==> config.mk <==
export PLATFORM = sky130hd
export DESIGN_NAME = bin2bcd_scan
export DESIGN_NICKNAME = d
export VERILOG_FILES = /design/src/rtl/bin2bcd_scan.sv
export SDC_FILE = /design/constraint.sdc
export NUM_CORES = 1
export LEC_CHECK = 0
export BUFFER_PORTS_ARGS = -buffer_cell sky130_fd_sc_hd__buf_2
export CAP_MARGIN = 20
export CORE_MARGIN = 5
export CORE_UTILIZATION = 58
export DETAILED_ROUTE_END_ITERATION = 8
export PLACE_DENSITY = 0.79
export SYNTH_ARGS = -nofsm -noshare
export SYNTH_HDL_FRONTEND = slang
export SYNTH_SLANG_ARGS = --single-unit
==> constraint.sdc <==
create_clock -name clk -period 1.93 [get_ports clk]
set_input_delay 0.386 -clock clk [delete_from_list [all_inputs] [get_ports clk]]
set_output_delay 0.386 -clock clk [all_outputs]
set_load 0.02 [all_outputs]
==> src/rtl/bin2bcd_scan.sv <==
// Sequential double-dabble binary-to-BCD converter with a free-running digit
// scanner that drives one W/X/Y/Z nibble, a blanking enable and a digit select.
module bin2bcd_scan #(
  parameter int unsigned WIDTH    = 14,
  parameter int unsigned DIGITS   = 4,
  parameter int unsigned SCAN_DIV = 50000
) (
  input  logic                  clk,
  input  logic                  rst_n,
  input  logic                  start,
  input  logic [WIDTH-1:0]      bin,
  output logic                  busy,
  output logic                  done,
  output logic                  ovf,
  output logic [4*DIGITS-1:0]   bcd_out,
  output logic                  W,
  output logic                  X,
  output logic                  Y,
  output logic                  Z,
  output logic                  en,
  output logic [DIGITS-1:0]     dig_sel
);

  function automatic longint unsigned pow10(input int unsigned n);
    longint unsigned r;
    r = 1;
    for (int unsigned k = 0; k < n; k++) r = r * 10;
    return r;
  endfunction

  localparam int unsigned BCD_W = 4 * DIGITS;
  localparam int unsigned SH_W  = BCD_W + WIDTH;
  localparam int unsigned CNT_W = $clog2(WIDTH + 1);
  localparam int unsigned DIV_W = $clog2(SCAN_DIV);
  localparam int unsigned IDX_W = (DIGITS > 1) ? $clog2(DIGITS) : 1;
  localparam longint unsigned MAX_VAL = pow10(DIGITS) - 1;

  localparam logic [1:0] S_IDLE = 2'd0;
  localparam logic [1:0] S_CONV = 2'd1;
  localparam logic [1:0] S_DONE = 2'd2;

  logic [1:0]        state_q, state_d;
  logic [SH_W-1:0]   sh_q, sh_d, sh_adj;
  logic [CNT_W-1:0]  cnt_q, cnt_d;
  logic              ovf_pend_q, ovf_pend_d;
  logic              busy_q, busy_d;
  logic              done_q, done_d;
  logic              ovf_q, ovf_d;
  logic [BCD_W-1:0]  bcd_q, bcd_d;

  logic [DIV_W-1:0]  div_q, div_d;
  logic [IDX_W-1:0]  idx_q, idx_d;
  logic [3:0]        nib_q, nib_d;
  logic              en_q, en_d;
  logic [DIGITS-1:0] sel_q, sel_d;
  logic [DIGITS-1:0] lead_nz;
  logic              nz_acc;
  logic              nz_sel;

  // Conversion FSM: next state, datapath and registered outputs
  always_comb begin
    state_d    = state_q;
    sh_d       = sh_q;
    cnt_d      = cnt_q;
    ovf_pend_d = ovf_pend_q;
    bcd_d      = bcd_q;
    ovf_d      = ovf_q;
    busy_d     = 1'b0;
    done_d     = 1'b0;
    sh_adj     = sh_q;
    case (state_q)
      S_IDLE: begin
        if (start) begin
          sh_d       = {BCD_W'(0), bin};
          cnt_d      = CNT_W'(WIDTH);
          ovf_pend_d = (64'(bin) > MAX_VAL);
          busy_d     = 1'b1;
          state_d    = S_CONV;
        end
      end
      S_CONV: begin
        for (int unsigned d = 0; d < DIGITS; d++) begin
          if (sh_q[WIDTH+4*d +: 4] >= 4'd5)
            sh_adj[WIDTH+4*d +: 4] = sh_q[WIDTH+4*d +: 4] + 4'd3;
        end
        sh_d  = sh_adj << 1;
        cnt_d = cnt_q - CNT_W'(1);
        if (cnt_q == CNT_W'(1)) begin
          // Result is published on entry to DONE so it is visible with done
          bcd_d   = sh_d[SH_W-1 -: BCD_W];
          ovf_d   = ovf_pend_q;
          done_d  = 1'b1;
          state_d = S_DONE;
        end else begin
          busy_d = 1'b1;
        end
      end
      S_DONE:  state_d = S_IDLE;
      default: state_d = S_IDLE;
    endcase
  end

  // Scanner: divider, digit index, leading-zero blanking and output nibble
  always_comb begin
    div_d = div_q + DIV_W'(1);
    idx_d = idx_q;
    if (div_q == DIV_W'(SCAN_DIV - 1)) begin
      div_d = '0;
      idx_d = (idx_q == IDX_W'(DIGITS - 1)) ? '0 : idx_q + IDX_W'(1);
    end
    nz_acc = 1'b0;
    for (int i = int'(DIGITS) - 1; i >= 0; i--) begin
      nz_acc     = nz_acc | (|bcd_q[4*i +: 4]);
      lead_nz[i] = nz_acc;
    end
    nib_d  = 4'd0;
    nz_sel = 1'b0;
    for (int unsigned i = 0; i < DIGITS; i++) begin
      if (idx_q == IDX_W'(i)) begin
        nib_d  = bcd_q[4*i +: 4];
        nz_sel = lead_nz[i] | (i == 0);
      end
    end
    en_d  = ~ovf_q & nz_sel;
    sel_d = ~(DIGITS'(1) << idx_q);
  end

  always_ff @(posedge clk or negedge rst_n) begin
    if (!rst_n) begin
      state_q    <= S_IDLE;
      sh_q       <= '0;
      cnt_q      <= '0;
      ovf_pend_q <= 1'b0;
      busy_q     <= 1'b0;
      done_q     <= 1'b0;
      ovf_q      <= 1'b0;
      bcd_q      <= '0;
      div_q      <= '0;
      idx_q      <= '0;
      nib_q      <= 4'd0;
      en_q       <= 1'b1;
      sel_q      <= ~DIGITS'(1);
    end else begin
      state_q    <= state_d;
      sh_q       <= sh_d;
      cnt_q      <= cnt_d;
      ovf_pend_q <= ovf_pend_d;
      busy_q     <= busy_d;
      done_q     <= done_d;
      ovf_q      <= ovf_d;
      bcd_q      <= bcd_d;
      div_q      <= div_d;
      idx_q      <= idx_d;
      nib_q      <= nib_d;
      en_q       <= en_d;
      sel_q      <= sel_d;
    end
  end

  assign busy         = busy_q;
  assign done         = done_q;
  assign ovf          = ovf_q;
  assign bcd_out      = bcd_q;
  assign {W, X, Y, Z} = nib_q;
  assign en           = en_q;
  assign dig_sel      = sel_q;

endmodule

* Word level (Yosys, flattened, before mapping)
Index checks and enable logic that the tools add are counted. W data, S select, Z words.
Storage, ports and cells: register bits after elaboration 83, bits in latches 0, memory bits (writable) 0, memory bits (read-only) 0, bits of input ports 17, output and inout bits 28, word-level logic and storage cells 75, memories 0
Operators by class: $add $sub $neg 7, multipliers 0, div/mod/pow operators 0, magnitude comparators 5, equality and inequality tests 8, shifts and indexed selects 1, multiplexer cells 26, bitwise gates (word level) 5, reductions and logical operators 10
Operators with widths (number):
- $pmux W30 S2 | 1
- $mux W4 | 8
- $mux W30 | 1
- $add A16 B1 Y16 const B | 1
- $eq A16 B16 Y1 const B | 1
- $ge A4 B3 Y1 const B | 4
- $mux W16 | 1
- $gt A14 B14 Y1 const B | 1
- $add A4 B2 Y4 const B | 3
- $reduce_or A4 Y1 | 3
- $mux W1 | 8
- $pmux W4 S2 | 1
- $reduce_and A2 Y1 | 4
- $mux W2 | 3
- $eq A2 B1 Y1 const B | 2
- $eq A2 B2 Y1 const B | 2
- $eq A4 B1 Y1 const B | 1
- $logic_not A2 Y1 | 2
- $ne A2 B2 Y1 const B | 2
- $not A4 Y4 | 1
- $pmux W2 S2 | 1
- $shl A1 B2 Y4 const A | 1
- $sub A4 B1 Y4 const B | 1
- $add A3 B2 Y3 const B | 1
- 7 further kinds | 8

* Logic depth before layout (Yosys ltp)
Gate-level depths: netlist (run 1).
word-level depth 7, mapped depth 7

* Worst setup path before layout (run 1)
OpenSTA, ideal clock, no wires.
path kind register to register, start point register idx_q[1], end point register en_q, in the netlist en, setup time 0.089 ns, arrival time 1.437 ns, setup slack 0.404 ns, stages on the path, launching flop included 7, buffers on the path 0, path through dfrtp_1 -> inv_1 -> ha_1 -> inv_2 -> or4b_1 -> a21oi_1 -> a311oi_1
Between the ends: longest elaborated chain between the ends 6, elaborated cells on any way between the ends 9, classes of those cells 3 x eq/ne; 4 x mux; 1 x bitwise; 1 x reduce/logical
RTL lines:
- start, declared | line 52 | logic [IDX_W-1:0] idx_q, idx_d;
- start signal, assigned | line 153 | idx_q <= idx_d;
- $logic_not A2 Y1 | line 119 | if (idx_q == IDX_W'(i)) begin
- $mux W1 (3 in a row) | line 119
- $mux W1 * | line 119
- $and A1 B1 Y1 * | line 124 | en_d = ~ovf_q & nz_sel;
- via en_d | line 54 | logic en_q, en_d;
- end signal, assigned | line 155 | en_q <= en_d;
- end, declared | line 54
Mark *: on every way through the listed nets, which the timed path passes. The rest lies on a longest branch. A chain may end at the register's enable or synchronous reset.

* Worst setup path in the final report (run 1)
start point register sh_q[22], end point register sh_q[24]
Between the ends: longest elaborated chain between the ends 3, elaborated cells on any way between the ends 4, classes of those cells 1 x add/sub; 1 x order compare; 2 x mux
RTL lines:
- start, declared | line 43 | logic [SH_W-1:0] sh_q, sh_d, sh_adj;
- start signal, assigned | line 131 | sh_q <= '0;
- start signal, assigned | line 145 | sh_q <= sh_d;
- $add A4 B2 Y4 / $ge A4 B3 Y1 (equally long branches) | line 84, 83
- $mux W4 * | line 83 | if (sh_q[WIDTH+4*d +: 4] >= 4'd5)
- $pmux W30 S2 * | line 71 | case (state_q)
Every way passes the cells marked *; elsewhere a longest branch is shown, timed or not.

==> impl_table.tex, run 1 <==
\begin{tabular}{lr}
\hline
Metric & Value \\
\hline
\multicolumn{2}{l}{\textbf{Final layout}} \\
Layout fillers & 474 \\
Final Non-Filler Cells & slightly above 500 \\
Share of post-route cells with drive strength above 1 & 0.210 \\
Core utilization of the finished layout & 0.689 \\
Area overhead of the layout relative to synthesis & 14.5\% \\
Count of inserted antenna diode cells & 0 \\
Post-layout net count & around 470 \\
Most common library cell in the layout ignoring fill and taps & sky130\_fd\_sc\_hd\_\_dfrtp\_1 \\
Most frequent cells in the layout & sky130\_fd\_sc\_hd\_\_dfrtp\_1 (79), sky130\_fd\_sc\_hd\_\_nand2\_1 (46), sky130\_fd\_sc\_hd\_\_o21ai\_0 (45) \\
\multicolumn{2}{l}{\textbf{Clock network}} \\
H-tree depth & 3 \\
CTS Sinks & 83 \\
Clock tree from TritonCTS & yes \\
CTS buffer count & 9 \\
Clk Tree Root Cell & sky130\_fd\_sc\_hd\_\_clkbuf\_8 \\
Clock-pin slew on the worst setup and hold paths & 0.08 ns \\
Skew-Pair Late Insertion Delay & 0.34 ns \\
Maximum buffer depth of the clock tree & 2 \\
\multicolumn{2}{l}{\textbf{Synthesis}} \\
Post-synthesis instance total & 382 \\
Largest area contributor in the netlist & sky130\_fd\_sc\_hd\_\_dfrtp\_1 \\
Net count of the mapped netlist & 414 \\
Part of the Yosys area used for sequential elements & 0.538 \\
Unique masters post-synth & 42 \\
Share of Yosys cell area claimed by the top area cell type & 0.511 \\
Syn\_area\_per\_cell & 10.1 sq um \\
Total number of yosys warnings & 0 \\
Number of enable-type register cells in the synthesized netlist & 0 \\
Flip-flop cell with the highest count after synthesis & sky130\_fd\_sc\_hd\_\_dfrtp\_1 \\
Share of flip-flops with an asynchronous set or reset after synthesis & 1.00 \\
Dominant cells by area after synthesis & sky130\_fd\_sc\_hd\_\_dfrtp\_1 (51\%), sky130\_fd\_sc\_hd\_\_o21ai\_0 (6.0\%), sky130\_fd\_sc\_hd\_\_ha\_1 (4.9\%), sky130\_fd\_sc\_hd\_\_nand2\_1 (4.5\%), sky130\_fd\_sc\_hd\_\_dfstp\_2 (2.7\%) \\
Netlist Area Pre-Place & 3870 sq um \\
Flip-flop and latch count after synthesis & 83 \\
\multicolumn{2}{l}{\textbf{Pwr}} \\
VDD IR-drop max & 0.732 mV \\
Static leakage & 2.05 nW \\
Power Density & about 1500 nW/um\^{}2 \\
Sequential group share of total power & 0.426 \\
Portion of total power attributed to the clock network & 0.187 \\
Internal power component & 3.93 mW \\
Net switching power of the design & 2.55 mW \\
Fraction of power spent switching nets & 0.394 \\
Combinational power share & 0.387 \\
Final Total Pwr & between 6 and 7 mW \\
\multicolumn{2}{l}{\textbf{Placement}} \\
Placed instance count & 502 \\
Port Buffer Count & 44 \\
Post-DP HPWL & 5.84 mm \\
Global placer's final weighted congestion & around 0.9 \\
\multicolumn{2}{l}{\textbf{Floorplanning}} \\
I/O pin count & 45 \\
Height of the die & 91.7 um \\
Die footprint & 8400 sq um \\
Row count & 29 \\
Die width & 91.7 um \\
Starting density of the core & 0.602 \\
Core box area & 6420 sq um \\
\multicolumn{2}{l}{\textbf{Worst setup path}} \\
Cell type of the slowest stage on the worst timing path & sky130\_fd\_sc\_hd\_\_dfrtp\_1 \\
Startpoint Class & flip-flop \\
Slack of the worst reg-to-reg path & about 0.21 ns \\
Endpoint kind of the worst setup timing path & flip-flop \\
Required arrival time at the worst endpoint & about 2.2 ns \\
Cells along the critical path & inv\_1, ha\_1, nand2b\_1, a21oi\_1, mux2\_2, o21ai\_0 \\
Signal arrival time at the worst endpoint & 1.98 ns \\
Worst path top cell family by delay & flip-flops \\
Type of the worst setup path & reg2reg \\
Largest incremental delay on the critical path & 0.42 ns \\
Critical Path Fanout Max & 4 \\
Buffering stage count on the worst path with inverters included & 1 \\
\multicolumn{2}{l}{\textbf{GRT}} \\
Gr ovfl total & 0 \\
Wire length of the first global-routing pass & 13.8 mm \\
Overall routing resource usage & 0.203 \\
Antenna violations before repair & 0 \\
Via count of the first global-routing pass & 2,949 \\
Maximum number of pins on one net before global-route repair & 55 \\
\multicolumn{2}{l}{\textbf{Detailed routing}} \\
\# DRC & 0 \\
Highest metal layer with signal wires & met4 \\
Drt first-iter violations & 236 \\
Met2 routed WL & 3.89 mm \\
Post-detailed-route wirelength per cell & around 16 um \\
Sum of met3 wire segment lengths after detailed routing & 465 um \\
Detailed Route WL & about 8 mm \\
Routed via count & 3,040 \\
Average vias per placed instance & just under 6 \\
Number of optimization iterations in the first detailed-route pass & 4 \\
Wire length on met1 & 3.63 mm \\
Number of nets with antenna violations after routing & 0 \\
\multicolumn{2}{l}{\textbf{STA}} \\
Min Tclk post-route & 1.72 ns \\
Tightest Pin Transition & between 0.8 and 0.9 ns \\
Relative max-transition margin & 0.461 \\
Number of max-slew violations in the final report & 0 \\
Total count of hold-check failures in the final report & 0 \\
Number of failing setup endpoints in the final timing report & 0 \\
Highest clock rate & 582 MHz \\
Final clock period utilization by the worst path & 0.890 \\
Setup repair after global routing missed its margin & false \\
Skew final & 0.00633 ns \\
Final setup TNS & 0 ns \\
\multicolumn{2}{l}{\textbf{Status}} \\
Run status & complete, no violations \\
\multicolumn{2}{l}{\textbf{Min path}} \\
Tightest Hold Check Type & in2reg \\
\multicolumn{2}{l}{\textbf{Run}} \\
Max\_cap viols & 0 \\
\hline
\end{tabular}
==> final cells by class <==
type	count	area [sq um]	share of cell area
repair buffers	58	343	0.0774
clock inverters	5	52.6	0.0119
multi-input cells	263	1630	0.368
flip-flops and latches	83	2080	0.470
well taps	77	96.3	0.0218
inverters	22	82.6	0.0187
clock buffers	11	141	0.0319
==> state kept, by name, summed over array words and instances (netlist names) <==
| signal | cells |
|---|---|
| cnt_q | 4 |
| dig_sel | 4 |
| div_q | 16 |
| idx_q | 2 |
| state_q | 2 |
| nib_q | 4 |
| busy | 1 |
| ovf_pend_q | 1 |
| sh_q | 30 |
| en | 1 |
| done | 1 |
| ovf | 1 |
| bcd_out | 16 |
==> kinds of logic (layout without fill, tap and decap cells) <==
kind of cell / Yosys count / in the layout / synth area share
AOI/OAI and AO/OA: 102 / 102 / 0.152
xor gates and xnor gates: 16 / 16 / 0.0362
adders and majority gates: 15 / 15 / 0.0485
buffers and inverters: 36 / 96 / 0.0404
DFF: 83 / 83 / 0.538
muxes: 8 / 8 / 0.0230
and+or+nand+nor: 122 / 122 / 0.161
==> per-layer routing <==
metal  vias up  global-route usage
met5         -                   0
met4         0              0.0616
li1       1455                   -
met3        20              0.0581
met2       105               0.326
met1      1460               0.268
==> final timing paths <==
path	cells past startpoint	to	from
max	6	sh_q[24]	sh_q[22]
min	3	ovf_pend_q	bin[13]
max reg2reg	6	sh_q[24]	sh_q[22]
min reg2reg	1	en	ovf
max in group asynchronous	3	sh_q[15]	rst_n
min in group asynchronous	2	nib_q[1]	rst_n
==> repair_timing <==
item / 4_1_cts / 5_1_grt
buffers inserted: 0 / 0
endpoints found under the hold margin: 25 / 0
gates resized for setup: 0 / 0
hold buffers: 1 / 0
==> power groups by stage <==
stage                     Combinational (mW)  Sequential [mW]  Clock (mW)
after floorplan                         1.52             2.90           0
after global placement                  2.40             2.76           0
after detailed placement                2.50             2.78           0
after CTS                               2.52             2.75        1.23
after global routing                    2.80             2.83        1.32
final                                   2.51             2.76        1.21
==> worst reg2reg max path, cell delays in order, from the launching register on <==
cell and delay, ns:
sky130_fd_sc_hd__dfrtp_1 0.42, sky130_fd_sc_hd__inv_1 0.14, sky130_fd_sc_hd__ha_1 0.23, sky130_fd_sc_hd__nand2b_1 0.08, sky130_fd_sc_hd__a21oi_1 0.24, sky130_fd_sc_hd__mux2_2 0.38, sky130_fd_sc_hd__o21ai_0 0.14
==> stage by stage <==
step                hold WS, ns  cell area (sq um)  setup slack [ns]
detailed placement        0.331               4220             0.242
global placement          0.331               4220             0.327
floorplan                0.0904               3870             0.404
finish                    0.319               4430             0.212
CTS                       0.311               4430             0.232
global route              0.340               4430            0.0868
==> synthesized netlist by cell type (2+ instances only) <==
cell,number
sky130_fd_sc_hd__nand2_1,46
sky130_fd_sc_hd__nand2b_1,6
sky130_fd_sc_hd__xor2_1,4
sky130_fd_sc_hd__nor2_1,23
sky130_fd_sc_hd__inv_2,2
sky130_fd_sc_hd__dfstp_2,4
sky130_fd_sc_hd__nor4_1,3
sky130_fd_sc_hd__o22ai_1,6
sky130_fd_sc_hd__xnor2_1,12
sky130_fd_sc_hd__and3_1,2
sky130_fd_sc_hd__nand4_1,5
sky130_fd_sc_hd__a21oi_1,19
sky130_fd_sc_hd__mux2_2,7
sky130_fd_sc_hd__o31ai_1,4
sky130_fd_sc_hd__nand3_1,9
sky130_fd_sc_hd__and4_1,2
sky130_fd_sc_hd__or3b_2,4
sky130_fd_sc_hd__o21ai_0,46
sky130_fd_sc_hd__inv_1,20
sky130_fd_sc_hd__clkbuf_1,2
sky130_fd_sc_hd__dfrtp_1,79
sky130_fd_sc_hd__a22oi_1,12
sky130_fd_sc_hd__nor3_1,7
sky130_fd_sc_hd__a31oi_1,7
sky130_fd_sc_hd__nor2b_1,4
sky130_fd_sc_hd__a221oi_1,3
sky130_fd_sc_hd__buf_2,11
sky130_fd_sc_hd__ha_1,15
sky130_fd_sc_hd__nor4bb_1,2
sky130_fd_sc_hd__o21ai_1,2
sky130_fd_sc_hd__nor3b_1,3
No activity file was read; power rests on OpenSTA's default activity.
==> inputs of run 2 (changes only) <==
--- a/config.mk
+++ b/config.mk
@@ -5,6 +5,7 @@
 export SDC_FILE = /design/constraint.sdc
 export NUM_CORES = 1
 export LEC_CHECK = 0
+export ABC_AREA = 1
 export BUFFER_PORTS_ARGS = -buffer_cell sky130_fd_sc_hd__buf_2
 export CAP_MARGIN = 20
 export CORE_MARGIN = 5
==> impl_table.tex, run 2 <==
\begin{tabular}{lr}
\hline
Metric & Value \\
\hline
\multicolumn{2}{l}{\textbf{Status}} \\
Run status & complete, no violations \\
\multicolumn{2}{l}{\textbf{STA}} \\
Tightest Pin Transition & 0.422 ns (-0.385 ns) \\
Highest clock rate & 680 MHz (+17\%) \\
Number of max-slew violations in the final report & 0 (unchanged) \\
Setup repair after global routing missed its margin & false \\
Final clock period utilization by the worst path & 0.762 (-0.128) \\
Total count of hold-check failures in the final report & 0 (unchanged) \\
Skew final & 0.00678 ns (+0.000455 ns) \\
Number of failing setup endpoints in the final timing report & 0 (unchanged) \\
Relative max-transition margin & 0.716 (+0.255) \\
Min Tclk post-route & 1.47 ns (-0.247 ns) \\
Final setup TNS & 0 ns (unchanged) \\
\multicolumn{2}{l}{\textbf{Pwr}} \\
VDD IR-drop max & 0.878 mV (+20\%) \\
Sequential group share of total power & 0.395 (-0.031) \\
Power Density & 1440 nW/um\^{}2 (-1.8\%) \\
Portion of total power attributed to the clock network & 0.219 (+0.032) \\
Net switching power of the design & 2.68 mW (+5.0\%) \\
Final Total Pwr & 6.77 mW (+4.3\%) \\
Fraction of power spent switching nets & 0.396 (+0.00253) \\
Static leakage & 2.42 nW (+18\%) \\
Internal power component & 4.09 mW (+3.9\%) \\
Combinational power share & 0.387 (about the same) \\
\multicolumn{2}{l}{\textbf{Synthesis}} \\
Part of the Yosys area used for sequential elements & 0.505 (-0.0329) \\
Netlist Area Pre-Place & 4120 sq um (+6.5\%) \\
Largest area contributor in the netlist & sky130\_fd\_sc\_hd\_\_dfrtp\_1 \\
Net count of the mapped netlist & 520 (+26\%) \\
Post-synthesis instance total & 488 (+28\%) \\
Flip-flop and latch count after synthesis & 83 (unchanged) \\
Number of enable-type register cells in the synthesized netlist & 0 (unchanged) \\
Share of Yosys cell area claimed by the top area cell type & 0.480 (-0.0312) \\
Dominant cells by area after synthesis & sky130\_fd\_sc\_hd\_\_dfrtp\_1 (48\%), sky130\_fd\_sc\_hd\_\_nand2\_1 (11\%), sky130\_fd\_sc\_hd\_\_inv\_1 (6.4\%), sky130\_fd\_sc\_hd\_\_ha\_1 (4.6\%), sky130\_fd\_sc\_hd\_\_nand3\_1 (4.1\%) \\
Most frequent cells after synthesis & sky130\_fd\_sc\_hd\_\_nand2\_1 (122), sky130\_fd\_sc\_hd\_\_dfrtp\_1 (79), sky130\_fd\_sc\_hd\_\_inv\_1 (70) \\
Unique masters post-synth & 36 (-14\%) \\
Syn\_area\_per\_cell & 8.44 sq um (-17\%) \\
Total number of yosys warnings & 0 (unchanged) \\
Top-count cell post-synth & sky130\_fd\_sc\_hd\_\_nand2\_1 \\
Flip-flop cell with the highest count after synthesis & sky130\_fd\_sc\_hd\_\_dfrtp\_1 \\
Share of flip-flops with an asynchronous set or reset after synthesis & 1.00 (unchanged) \\
\multicolumn{2}{l}{\textbf{Floorplanning}} \\
Core box area & 6870 sq um (+7.0\%) \\
Height of the die & 94.3 um (+2.8\%) \\
Starting density of the core & 0.600 (-0.00255) \\
Row count & 30 (+3.4\%) \\
Die footprint & 8890 sq um (+5.8\%) \\
I/O pin count & 45 (unchanged) \\
Die width & 94.3 um (+2.8\%) \\
\multicolumn{2}{l}{\textbf{Detailed routing}} \\
Average vias per placed instance & 5.22 (-11\%) \\
\# DRC & 0 (unchanged) \\
Number of optimization iterations in the first detailed-route pass & 5 (+1) \\
Routed via count & 3,346 (+10\%) \\
Number of nets with antenna violations after routing & 0 (unchanged) \\
Detailed Route WL & 8.60 mm (+5.9\%) \\
Post-detailed-route wirelength per cell & 13.4 um (-14\%) \\
Drt first-iter violations & 191 (-19\%) \\
\multicolumn{2}{l}{\textbf{Final layout}} \\
Post-layout net count & 572 (+22\%) \\
Most frequent cells in the layout & sky130\_fd\_sc\_hd\_\_nand2\_1 (122), sky130\_fd\_sc\_hd\_\_dfrtp\_1 (79), sky130\_fd\_sc\_hd\_\_inv\_1 (70) \\
Most common library cell in the layout ignoring fill and taps & sky130\_fd\_sc\_hd\_\_nand2\_1 \\
Register name with the most flops & sh\_q \\
Final Non-Filler Cells & 641 (+24\%) \\
Largest register FFs & 30 (unchanged) \\
Share of post-route cells with drive strength above 1 & 0.174 (-0.0361) \\
Count of inserted antenna diode cells & 0 (unchanged) \\
Area overhead of the layout relative to synthesis & 14.2\% \\
Layout fillers & 555 (+17\%) \\
\multicolumn{2}{l}{\textbf{GRT}} \\
Wire length of the first global-routing pass & 14.6 mm (+5.8\%) \\
Overall routing resource usage & 0.210 (+0.00714) \\
Global routing usage on met3 & 0.0433 (-0.0148) \\
Via count of the first global-routing pass & 3,208 (+8.8\%) \\
Met1 Resource Use GR & 0.282 (+0.0135) \\
Maximum number of pins on one net before global-route repair & 41 (-25\%) \\
Most utilized layer in the global route result & met2 \\
Met2 routing resource usage after global routing & 0.338 (+0.0118) \\
Gr ovfl total & 0 (unchanged) \\
Antenna violations before repair & 0 (unchanged) \\
\multicolumn{2}{l}{\textbf{Worst setup path}} \\
Endpoint kind of the worst setup timing path & flip-flop \\
Startpoint Class & flip-flop \\
Type of the worst setup path & reg2reg \\
Required arrival time at the worst endpoint & 2.16 ns (-0.03 ns) \\
Critical Path Fanout Max & 19 (+15) \\
Signal arrival time at the worst endpoint & 1.70 ns (-0.28 ns) \\
\multicolumn{2}{l}{\textbf{Clock network}} \\
Post-cts sizing count & 0 (unchanged) \\
Clock-pin slew on the worst setup and hold paths & 0.08 ns (about the same) \\
Clock tree from TritonCTS & yes \\
Maximum buffer depth of the clock tree & 2 (unchanged) \\
Hold\_buf cts & 1 (unchanged) \\
CTS buffer count & 9 (unchanged) \\
Setup Buffers After CTS & 0 (unchanged) \\
Skew-Pair Late Insertion Delay & 0.35 ns (about the same) \\
CTS Sinks & 83 (unchanged) \\
Clk Tree Root Cell & sky130\_fd\_sc\_hd\_\_clkbuf\_8 \\
H-tree depth & 3 (unchanged) \\
\multicolumn{2}{l}{\textbf{Placement}} \\
Post-DP HPWL & 6.37 mm (+9.1\%) \\
Port Buffer Count & 44 (unchanged) \\
Placed instance count & 624 (+24\%) \\
Global placer's final weighted congestion & 0.868 (-4.4\%) \\
\multicolumn{2}{l}{\textbf{Run}} \\
Max\_cap viols & 0 (unchanged) \\
\multicolumn{2}{l}{\textbf{Min path}} \\
Tightest Hold Check Type & in2reg \\
\hline
\end{tabular}
[run 2: cell count changes after synthesis, moves of 8 or more]
| cell | change |
|---|---|
| sky130_fd_sc_hd__a22oi_1 | -9 |
| sky130_fd_sc_hd__a21oi_1 | -11 |
| sky130_fd_sc_hd__nand2_1 | +76 |
| sky130_fd_sc_hd__nand3_1 | +25 |
| sky130_fd_sc_hd__inv_1 | +50 |
| sky130_fd_sc_hd__nor2_1 | +13 |
| sky130_fd_sc_hd__xnor2_1 | -12 |
| sky130_fd_sc_hd__o221ai_1 | +8 |
| sky130_fd_sc_hd__o21ai_1 | +15 |
| sky130_fd_sc_hd__o21ai_0 | -20 |
[run 2: cell families (layout without fill, tap and decap cells)]
| kind of cell | Yosys count | after routing | synth area share |
|---|---|---|---|
| AND/OR/NAND/NOR | 216 | 216 | 0.231 |
| adder cells (fa/ha/maj) | 15 | 15 | 0.0456 |
| AO/OA/AOI/OAI | 76 | 76 | 0.111 |
| multiplexers | 1 | 1 | 0.00243 |
| XOR/XNOR | 9 | 9 | 0.0191 |
| flip-flops | 83 | 83 | 0.505 |
| buffers and inverters | 88 | 145 | 0.0857 |
[run 2: power groups by stage]
| stage | logic [mW] | registers [mW] | clock network (mW) |
|---|---|---|---|
| after floorplan | 1.60 | 2.90 | 0 |
| after global placement | 2.48 | 2.68 | 0 |
| after detailed placement | 2.59 | 2.69 | 0 |
| after CTS | 2.62 | 2.66 | 1.51 |
| after global routing | 2.96 | 2.73 | 1.58 |
| final | 2.62 | 2.67 | 1.48 |
[run 2: area by class of cell]
cell class,instances,area [sq um],area share
flip-flops and latches,83,2080,0.443
clock inverters,5,100,0.0213
repair buffers,48,268,0.0569
inverters,81,309,0.0657
well taps,96,120,0.0255
multi-input cells,317,1680,0.358
clock buffers,11,141,0.0301
[run 2: through the flow]
stage | util | cell area, sq um | setup WS, ns | hold slack (ns)
after floorplan | - | 4120 | 0.629 | 0.0904
final | 0.685 | 4700 | 0.459 | 0.257
after CTS | 0.685 | 4700 | 0.436 | 0.246
after detailed placement | 0.648 | 4450 | 0.455 | 0.329
after global placement | 0.648 | 4450 | 0.511 | 0.326
after global routing | 0.685 | 4700 | 0.320 | 0.262
[run 2: worst paths after layout]
path / start / slack, ns / end / cells past startpoint
max: cnt_q[1] / 0.46 / bcd_out[3] / 7
min: bin[0] / 0.26 / sh_q[0] / 3
max reg2reg: cnt_q[1] / 0.46 / bcd_out[3] / 7
min reg2reg: div_q[0] / 0.49 / div_q[0] / 1
max in group asynchronous: rst_n / 0.88 / bcd_out[1] / 3
min in group asynchronous: rst_n / 0.49 / div_q[11] / 2
[run 2: routing by layer]
metal	part of all wire	vias to the layer above
met5	0	-
met4	0.017	0
met3	0.048	17
met2	0.47	89
met1	0.47	1571
li1	-	1669
[run 2: critical path, cell delays in order, from the launching register on]
cell                      delay (ns)
sky130_fd_sc_hd__dfrtp_1        0.38
sky130_fd_sc_hd__inv_1          0.10
sky130_fd_sc_hd__ha_1           0.16
sky130_fd_sc_hd__nand3_2        0.16
sky130_fd_sc_hd__nor2_8         0.26
sky130_fd_sc_hd__inv_4          0.14
sky130_fd_sc_hd__nand2_1        0.09
sky130_fd_sc_hd__o21ai_1        0.06
